File: src/rtl/rsa_module.sv
// rtl/rsa_module.sv - modular exponentiator (right-to-left square-and-multiply over one shift-add modular multiplier)
module rsa_module #(
    parameter int WIDTH = 12
) (
    input  logic             clk,
    input  logic             rst,
    input  logic             start,
    input  logic [WIDTH-1:0] base,
    input  logic [WIDTH-1:0] exponent,
    input  logic [WIDTH-1:0] modulus,
    output logic [WIDTH-1:0] result,
    output logic             done
);
    localparam int CW = $clog2(WIDTH);

    typedef enum logic [2:0] {S_IDLE, S_REDUCE, S_MUL, S_SQR, S_DONE} state_t;

    state_t           state_q, state_d;
    logic [WIDTH-1:0] base_q, base_d;
    logic [WIDTH-1:0] exp_q, exp_d;
    logic [WIDTH-1:0] mod_q, mod_d;
    logic [WIDTH-1:0] x_q, x_d;
    logic [WIDTH-1:0] r_q, r_d;
    logic [WIDTH-1:0] p_q, p_d;
    logic [CW-1:0]    bit_q, bit_d;
    logic [CW-1:0]    k_q, k_d;
    logic [WIDTH-1:0] result_q, result_d;
    logic             done_q, done_d;

    logic [WIDTH-1:0] mm_a, mm_b, mm_p;
    logic [WIDTH+1:0] mod_x, p_dbl, p_red, p_add;
    logic             last_bit, last_k, exp_tail_zero, accept;

    // Shared multiplier operands depend only on which phase is running.
    always_comb begin
        mm_a = '0;
        mm_b = '0;
        case (state_q)
            S_REDUCE: begin mm_a = WIDTH'(1); mm_b = base_q; end
            S_MUL:    begin mm_a = r_q;       mm_b = x_q;    end
            S_SQR:    begin mm_a = x_q;       mm_b = x_q;    end
            default:  ;
        endcase
    end

    // One interleaved step: P = 2P mod N, then conditionally P = (P + A) mod N.
    always_comb begin
        mod_x = {2'b00, mod_q};
        p_dbl = {1'b0, p_q, 1'b0};
        p_red = (p_dbl >= mod_x) ? p_dbl - mod_x : p_dbl;
        p_add = p_red + (mm_b[bit_q] ? {2'b00, mm_a} : '0);
        mm_p  = (p_add >= mod_x) ? WIDTH'(p_add - mod_x) : WIDTH'(p_add);
    end

    assign last_bit      = (bit_q == '0);
    assign last_k        = (k_q == CW'(WIDTH - 1));
    assign exp_tail_zero = ((exp_q >> (k_q + CW'(1))) == '0);
    assign accept        = start && (state_q == S_IDLE || state_q == S_DONE);

    always_comb begin
        state_d  = state_q;
        base_d   = base_q;
        exp_d    = exp_q;
        mod_d    = mod_q;
        x_d      = x_q;
        r_d      = r_q;
        p_d      = p_q;
        bit_d    = bit_q;
        k_d      = k_q;
        result_d = result_q;
        done_d   = 1'b0;
        case (state_q)
            S_REDUCE: begin
                p_d   = mm_p;
                bit_d = bit_q - CW'(1);
                if (last_bit) begin
                    x_d     = mm_p;
                    r_d     = WIDTH'(1);
                    k_d     = '0;
                    p_d     = '0;
                    bit_d   = CW'(WIDTH - 1);
                    state_d = S_MUL;
                end
            end
            S_MUL: begin
                if (exp_q[k_q]) begin
                    p_d   = mm_p;
                    bit_d = bit_q - CW'(1);
                    if (last_bit) begin
                        r_d     = mm_p;
                        p_d     = '0;
                        bit_d   = CW'(WIDTH - 1);
                        state_d = S_SQR;
                    end
                end else begin
                    state_d = S_SQR;
                end
            end
            S_SQR: begin
                if (last_k || exp_tail_zero) begin
                    state_d = S_DONE;
                end else begin
                    p_d   = mm_p;
                    bit_d = bit_q - CW'(1);
                    if (last_bit) begin
                        x_d     = mm_p;
                        p_d     = '0;
                        bit_d   = CW'(WIDTH - 1);
                        k_d     = k_q + CW'(1);
                        state_d = S_MUL;
                    end
                end
            end
            S_DONE: begin
                result_d = r_q;
                done_d   = 1'b1;
                state_d  = S_IDLE;
            end
            default: ;
        endcase
        // A new operation may be taken in the same cycle DONE publishes the previous result.
        if (accept) begin
            base_d  = base;
            exp_d   = exponent;
            mod_d   = modulus;
            r_d     = '0;
            p_d     = '0;
            bit_d   = CW'(WIDTH - 1);
            k_d     = '0;
            state_d = (modulus <= WIDTH'(1)) ? S_DONE : S_REDUCE;
        end
    end

    always_ff @(posedge clk) begin
        if (rst) begin
            state_q  <= S_IDLE;
            base_q   <= '0;
            exp_q    <= '0;
            mod_q    <= '0;
            x_q      <= '0;
            r_q      <= '0;
            p_q      <= '0;
            bit_q    <= '0;
            k_q      <= '0;
            result_q <= '0;
            done_q   <= 1'b0;
        end else begin
            state_q  <= state_d;
            base_q   <= base_d;
            exp_q    <= exp_d;
            mod_q    <= mod_d;
            x_q      <= x_d;
            r_q      <= r_d;
            p_q      <= p_d;
            bit_q    <= bit_d;
            k_q      <= k_d;
            result_q <= result_d;
            done_q   <= done_d;
        end
    end

    assign result = result_q;
    assign done   = done_q;
endmodule

File: config.mk
export PLATFORM = sky130hd
export DESIGN_NAME = rsa_module
export DESIGN_NICKNAME = d
export VERILOG_FILES = /design/src/rtl/rsa_module.sv
export SDC_FILE = /design/constraint.sdc
export NUM_CORES = 1
export LEC_CHECK = 0
export ABC_AREA = 1
export CAP_MARGIN = 40
export CORE_ASPECT_RATIO = 1.2
export CORE_MARGIN = 3
export CORE_UTILIZATION = 55
export CTS_CLUSTER_DIAMETER = 80
export CTS_CLUSTER_SIZE = 8
export DETAILED_ROUTE_END_ITERATION = 16
export DONT_BUFFER_PORTS = 1
export HOLD_SLACK_MARGIN = 0.02
export PLACE_DENSITY = 0.73
export SLEW_MARGIN = 20
export SYNTH_ARGS = -nofsm -noshare
export SYNTH_HDL_FRONTEND = slang
export SYNTH_SLANG_ARGS = --single-unit
File: constraint.sdc
create_clock -name clk -period 4.59 [get_ports clk]
set_input_delay 0.918 -clock clk [delete_from_list [all_inputs] [get_ports clk]]
set_output_delay 0.918 -clock clk [all_outputs]
set_load 0.1 [all_outputs]
==> summary.md, run 1 <==
| Metric | Value |
|---|---|
| Status | finished with violations |
| Violated checks | negative setup slack |
| Clock slew at reported path FFs | 70 ps |
| Net count, final | 1220 |
| CTS Sinks | 96 |
| Hold Vio Cnt, Final | 0 |
| Mapped Cells | 996 |
| WS Path Type | flop to flop |
| Setup ws final | -115 ps |
| R2r startpoint | state_q[1] |
| Crit path to | x_q[8] |
| Number of global-route vias before repair | 7118 |
| CP Capture Type | flop |
| Die area | approximately 0.013 sq mm |
| Post-Route WL | between 20000 and 25000 um |
| Global-route wire length before repair | 34800 um |
| Unrepaired setup endpoints after global routing | true |
| DIE HEIGHT | approximately 130 um |
| Yosys warns | 0 |
| Total stage count of the critical path | 30 |
| Min Clock Period, post-route | between 4000 and 5000 ps |
| Vias per cell | 5.87 |
| GRT Util Overall | 32.4% |
| Initial core utilization | 56.7% |
| Worst skew pair latency | 350 ps |
| Residual DRC count | 0 |
| Die W | 106 um |
| Cell variety after synth | 43 |
| Htree depth | 3 |
| Per-cell routed wire length | 18.1 um |
| Main synth FF type | dfxtp_1 |
| Port buffer count | 0 |
| Layout cells sized above 1 | 32.0% |
| Io pins | 52 |
| Relative slew slack | 52.2% |
| Post-synthesis async set-or-reset flop share | 0% |
| Avg Inst Size Synth | approximately 6.6 sq um |
| Setup violators final | 36 |
| HP Class | flop to flop |
| CTS tree | done |
| Critical path's top delay family | simple AND/OR/NAND/NOR gates |
| Drt first-iter violations | 698 |
| Vias | 7638 |
| Fmax | 213 MHz |
| Internal reg-to-reg setup slack | -110 ps |
| CP arrival | 4950 ps |
| TritonRoute pass-1 iters | 6 |
| Crit share post-route | 103% |
| Crit. Startpoint | state_q[1] |
| Post-synth EDFFs | 0 |
| Num CTS Buffers | 9 |
| Yosys reg bits | 96 |
| Max-slew violation count | 0 |
| Slew at the pin with the worst max-slew slack | between 700 and 800 ps |
| Crit path buffers/inverters | 8 |
| Max stage delay cell, worst path | dfxtp_4 |
| Critical path peak fanout | 7 |
| Post-synthesis cell area | about 0.0066 sq mm |
| Antenna cells | 0 |
| Syn_nets | between 1000 and 1500 |
| Row count | 43 |
| Post-Route Utilization | 79.3% |
| Max clock buf depth | 2 |
| Antenna violations before repair | 0 |
| Clock skew | 8.29 ps |
| CP max stage delay | around 400 ps |
| Number of nets with antenna violations after routing | 0 |
| Synth-to-Final Area Change | 39.9% |
| Clk Tree Root Cell | clkbuf_16 |
| Setup_tns | -1640 ps |
| Pin count of the biggest net entering global routing | 50 |
| R2R depth | 30 |
| CP startpoint kind | flop |
| Overflow after GRT | 0 |
| CP required | 4840 ps |
| RR Endpoint | x_q[8] |
| GPL Wtd Cong | slightly below 1 |
| Seq/Total Area, Yosys | between 20% and 30% |
| Hpwl dp | around 16000 um |
| Max_cap viols | 0 |
| Core area | 0.0116 sq mm |
-- through the flow --
| stage | instance area (sq um) | worst slack [ps] | hold slack (ps) | instances |
|---|---|---|---|---|
| after floorplan | 6590 | 109 | 443 | 996 |
| after global placement | 7550 | -504 | 449 | 1241 |
| after detailed placement | 7800 | -569 | 470 | 1256 |
| after CTS | 8630 | -16.9 | 480 | 1290 |
| after global routing | 9210 | -329 | 497 | 1302 |
| final | 9210 | -115 | 486 | 1302 |
-- cell usage in the layout (no fill, tap or decap), types with 13 or more instances in the layout --
cell,netlist,layout
dfxtp_1,96,86
inv_1,116,104
nand2_4,9,16
xor2_1,17,15
ha_4,0,21
nand3_1,55,42
nand2_2,2,25
nand4_1,19,19
nor2_1,141,124
ha_1,38,16
nand2_1,203,173
nand3_2,3,14
a21oi_2,0,17
a21oi_1,83,63
buf_4,5,143
o21ai_0,79,69
inv_2,5,13
-- per-layer routing --
layer	up-vias	GRT usage (%)	wire [um]
met5	-	0	0
met4	0	17.4	1350
met3	107	5.59	1630
met2	409	58.2	11700
met1	3539	36.3	8870
li1	3583	-	-
-- worst min-delay path: stages, from the launching register on --
cell and delay [ps]:
dfxtp_1 320, nand2_1 70, a21oi_1 60
-- worst min path at each step --
stage	from	end	slack, ps	depth (start not counted)
floorplan	bit_q[3]	bit_q[3]	440	2
global placement	bit_q[3]	bit_q[3]	450	2
detailed placement	bit_q[3]	bit_q[3]	470	2
CTS	bit_q[3]	bit_q[3]	480	2
global route	bit_q[3]	bit_q[3]	500	2
finish	bit_q[3]	bit_q[3]	490	2
-- kinds of logic after synthesis --
kind of cell             Yosys count  share of synthesized area (%)
adder cells (fa/ha/maj)           41                           8.13
AND/OR/NAND/NOR                  456                           30.7
XOR/XNOR                          27                           3.59
AO/OA/AOI/OAI                    218                           18.7
buffers and inverters            158                           9.73
flip-flops                        96                           29.2
-- flip-flops by register name (all words and copies together) (netlist names) --
signal,flops
state_q,3
exp_q,12
x_q,12
p_q,12
result,12
k_q,4
base_q,12
done,1
bit_q,4
r_q,12
mod_q,12
-- cell type report --
| cell class | instances | area (sq um) |
|---|---|---|
| Multi-Input combinational cell | 744 | 4860 |
| Fill cell | 807 | 2410 |
| Sequential cell | 96 | 1940 |
| Timing Repair Buffer | 167 | 1460 |
| Inverter | 121 | 464 |
| Clock buffer | 9 | 225 |
| Tap cell | 157 | 196 |
| Clock inverter | 7 | 61.3 |
| Timing Repair inverter | 1 | 7.51 |
-- cells in the mapped netlist, drive strengths merged, types with 14 or more instances --
cell type / count / area share (%)
nand3: 60 / 5.2
inv: 121 / 6.9
ha: 38 / 7.2
a21oi: 83 / 6.3
o21ai: 80 / 6.1
nor2: 145 / 8.6
buf: 14 / 1.5
nand4: 19 / 1.8
nand2: 214 / 13
clkbuf: 23 / 1.3
dfxtp: 96 / 29
xor2: 17 / 2.3
-- repair_timing --
action / in CTS / in global routing
endpoints found under the hold margin: 0 / 0
pin swaps: 11 / 63
hold buffers: 0 / 0
cloned: 4 / 1
endpoints found under the setup margin: 36 / 36
resized for setup: 71 / 133
setup buffers: 14 / 11
Power of run 1 is not shown: default switching activity piles up to over one toggle a cycle in this logic, so the estimate is an artifact.
==> run 2: changes to the inputs <==
CORE_UTILIZATION = 35   (was 55)
PLACE_DENSITY = not set   (was 0.73)
==> run 2 against run 1 <==
The run still ends with negative setup slack left. Count of clock-buffer cells in the layout increased by 1. Largest cell class unchanged. Die area rose by 54%. Core utilization fell by 27 points. Final cell count up 8.9%. Cell area is 3.5% higher. Via count fell by 5.3%. Highest routed layer unchanged. Sequential cell count is the same. Register-to-register slack worse by 90 ps. Non-clock buffer count increased by 22. Fmax decreased by 1.8%.
==> summary.md, run 2 (synthesized netlist as in run 1, its figures left out) <==
| Metric | Value |
|---|---|
| GRT Util Overall | between 20% and 30% |
| Port buffer count | 0 |
| Violated checks | negative setup slack |
| Overflow after GRT | 0 |
| Hold Buf Count CTS | 0 |
| Synth-to-Final Area Change | 44.8% |
| GPL Wtd Cong | 0.943 |
| Setup ws final | -203 ps |
| Fmax | 209 MHz |
| Critical Path Most Common Cell | nand2_4 |
| Vias per cell | between 5 and 6 |
| Register area | 0.00193 sq mm |
| Per-cell routed wire length | 15.9 um |
| Post-Route WL | 22600 um |
| Max stage delay cell, worst path | nor4_2 |
| Post-Route Utilization | 52.1% |
| Antenna violations before repair | 0 |
| Number of nets with antenna violations after routing | 0 |
| WS Path Type | flop to flop |
| CP startpoint kind | flop |
| Row count | 54 |
| Max_cap viols | 0 |
| Io pins | 52 |
| Drt first-iter violations | 438 |
| Slew at the pin with the worst max-slew slack | 716 ps |
| Residual DRC count | 0 |
| Clock skew | 7.74 ps |
| Pre-CTS WS | -662 ps |
| Critical path peak fanout | 6 |
| CP max stage delay | 400 ps |
| Crit share post-route | 104% |
| CTS tree | done |
| Initial core utilization | a little over a third |
| Cell Area, Placed | 0.00807 sq mm |
| Max clock buf depth | 2 |
| Number of global-route vias before repair | just under 7000 |
| Pin count of the biggest net entering global routing | 53 |
| Setup_tns | -5030 ps |
| TritonRoute pass-1 iters | 7 |
| Clock slew at reported path FFs | ~70 ps |
| Hold Vio Cnt, Final | 0 |
| CP required | 4870 ps |
| Min Clock Period, post-route | 4790 ps |
| Status | finished with violations |
| Antenna cells | 0 |
| Setup violators final | 36 |
| Max-slew violation count | 0 |
| Net count, final | 1241 |
| Relative slew slack | 51.8% |
| Num CTS Buffers | 9 |
| Commonest non-fill, non-tap cells in the layout | nand2_1 (177), buf_4 (161), nor2_1 (123) |
| Vias | just over 7000 |
| HP Class | flop to flop |
| CTS Sinks | 96 |
| Multi-input gate area | between 0.004 and 0.005 sq mm |
| Most common cell after layout, fill and taps aside | nand2_1 |
| CP arrival | 5070 ps |
| Die W | 131 um |
| Clk Tree Root Cell | clkbuf_16 |
| Core area | ~0.018 sq mm |
| Worst skew pair latency | 350 ps |
| Global-route wire length before repair | 34400 um |
| Layout fillers | approximately 1700 |
| Hpwl dp | 16700 um |
| CP Capture Type | flop |
| DIE HEIGHT | 156 um |
| Layout cells sized above 1 | 33.0% |
| Htree depth | 3 |
| Unrepaired setup endpoints after global routing | true |
| Design Area, Final | 0.00954 sq mm |
| Die area | 0.0205 sq mm |
| Internal reg-to-reg setup slack | -200 ps |
[run 2: cell count changes in the layout (fill, tap and decap cells not counted), sizes merged]
cell      before  now
bufinv         0    1
clkinvlp       3    1
buf          167  188
inv          124  123
clkbuf         9   11
[run 2: timing repair]
| item | 4_1_cts | 5_1_grt |
|---|---|---|
| resized for setup | 86 | 113 |
| setup buffers | 14 | 12 |
| gates cloned | 3 | 1 |
| endpoints found under the setup margin | 36 | 36 |
| pin swaps | 26 | 75 |
[run 2: per-layer routing]
layer / up-vias / routed length, um / global-route usage, %
met3: 41 / 757 / 2.60
met4: 0 / 837 / 8.15
li1: 3630 / - / -
met1: 3372 / 9120 / 22.9
met2: 191 / 11900 / 40.0
met5: - / 0 / 0
[run 2: stage by stage]
stage               instances  hold WS, ps
floorplan                 996          443
global placement         1356          450
detailed placement       1371          455
CTS                      1404          478
global route             1418          490
finish                   1418          474
[run 2: worst paths after layout]
path	start	endpoint	cells after the start
hold / removal	bit_q[3]	bit_q[3]	2
setup / recovery	state_q[2]	r_q[5]	31
setup reg to reg	state_q[2]	r_q[5]	31
hold reg to reg	bit_q[3]	bit_q[3]	2
[run 2: layout make-up]
type	count	share of cell area (%)
Timing Repair Buffer	189	17.3
Inverter	121	4.84
Sequential cell	96	20.3
Clock inverter	6	0.787
Tap cell	252	3.31
Clock buffer	10	2.40
Multi-Input combinational cell	744	51.1
[run 2: critical path: cells and delay by family, from the launching register on]
family                     cells  cell delay, ps
buffers and inverters          7             760
xor gates and xnor gates       1             200
DFF                            1             330
adders and majority gates      2             490
AOI/OAI and AO/OA              6             790
and+or+nand+nor               15            2130
Power of run 2 is left out for the same reason.
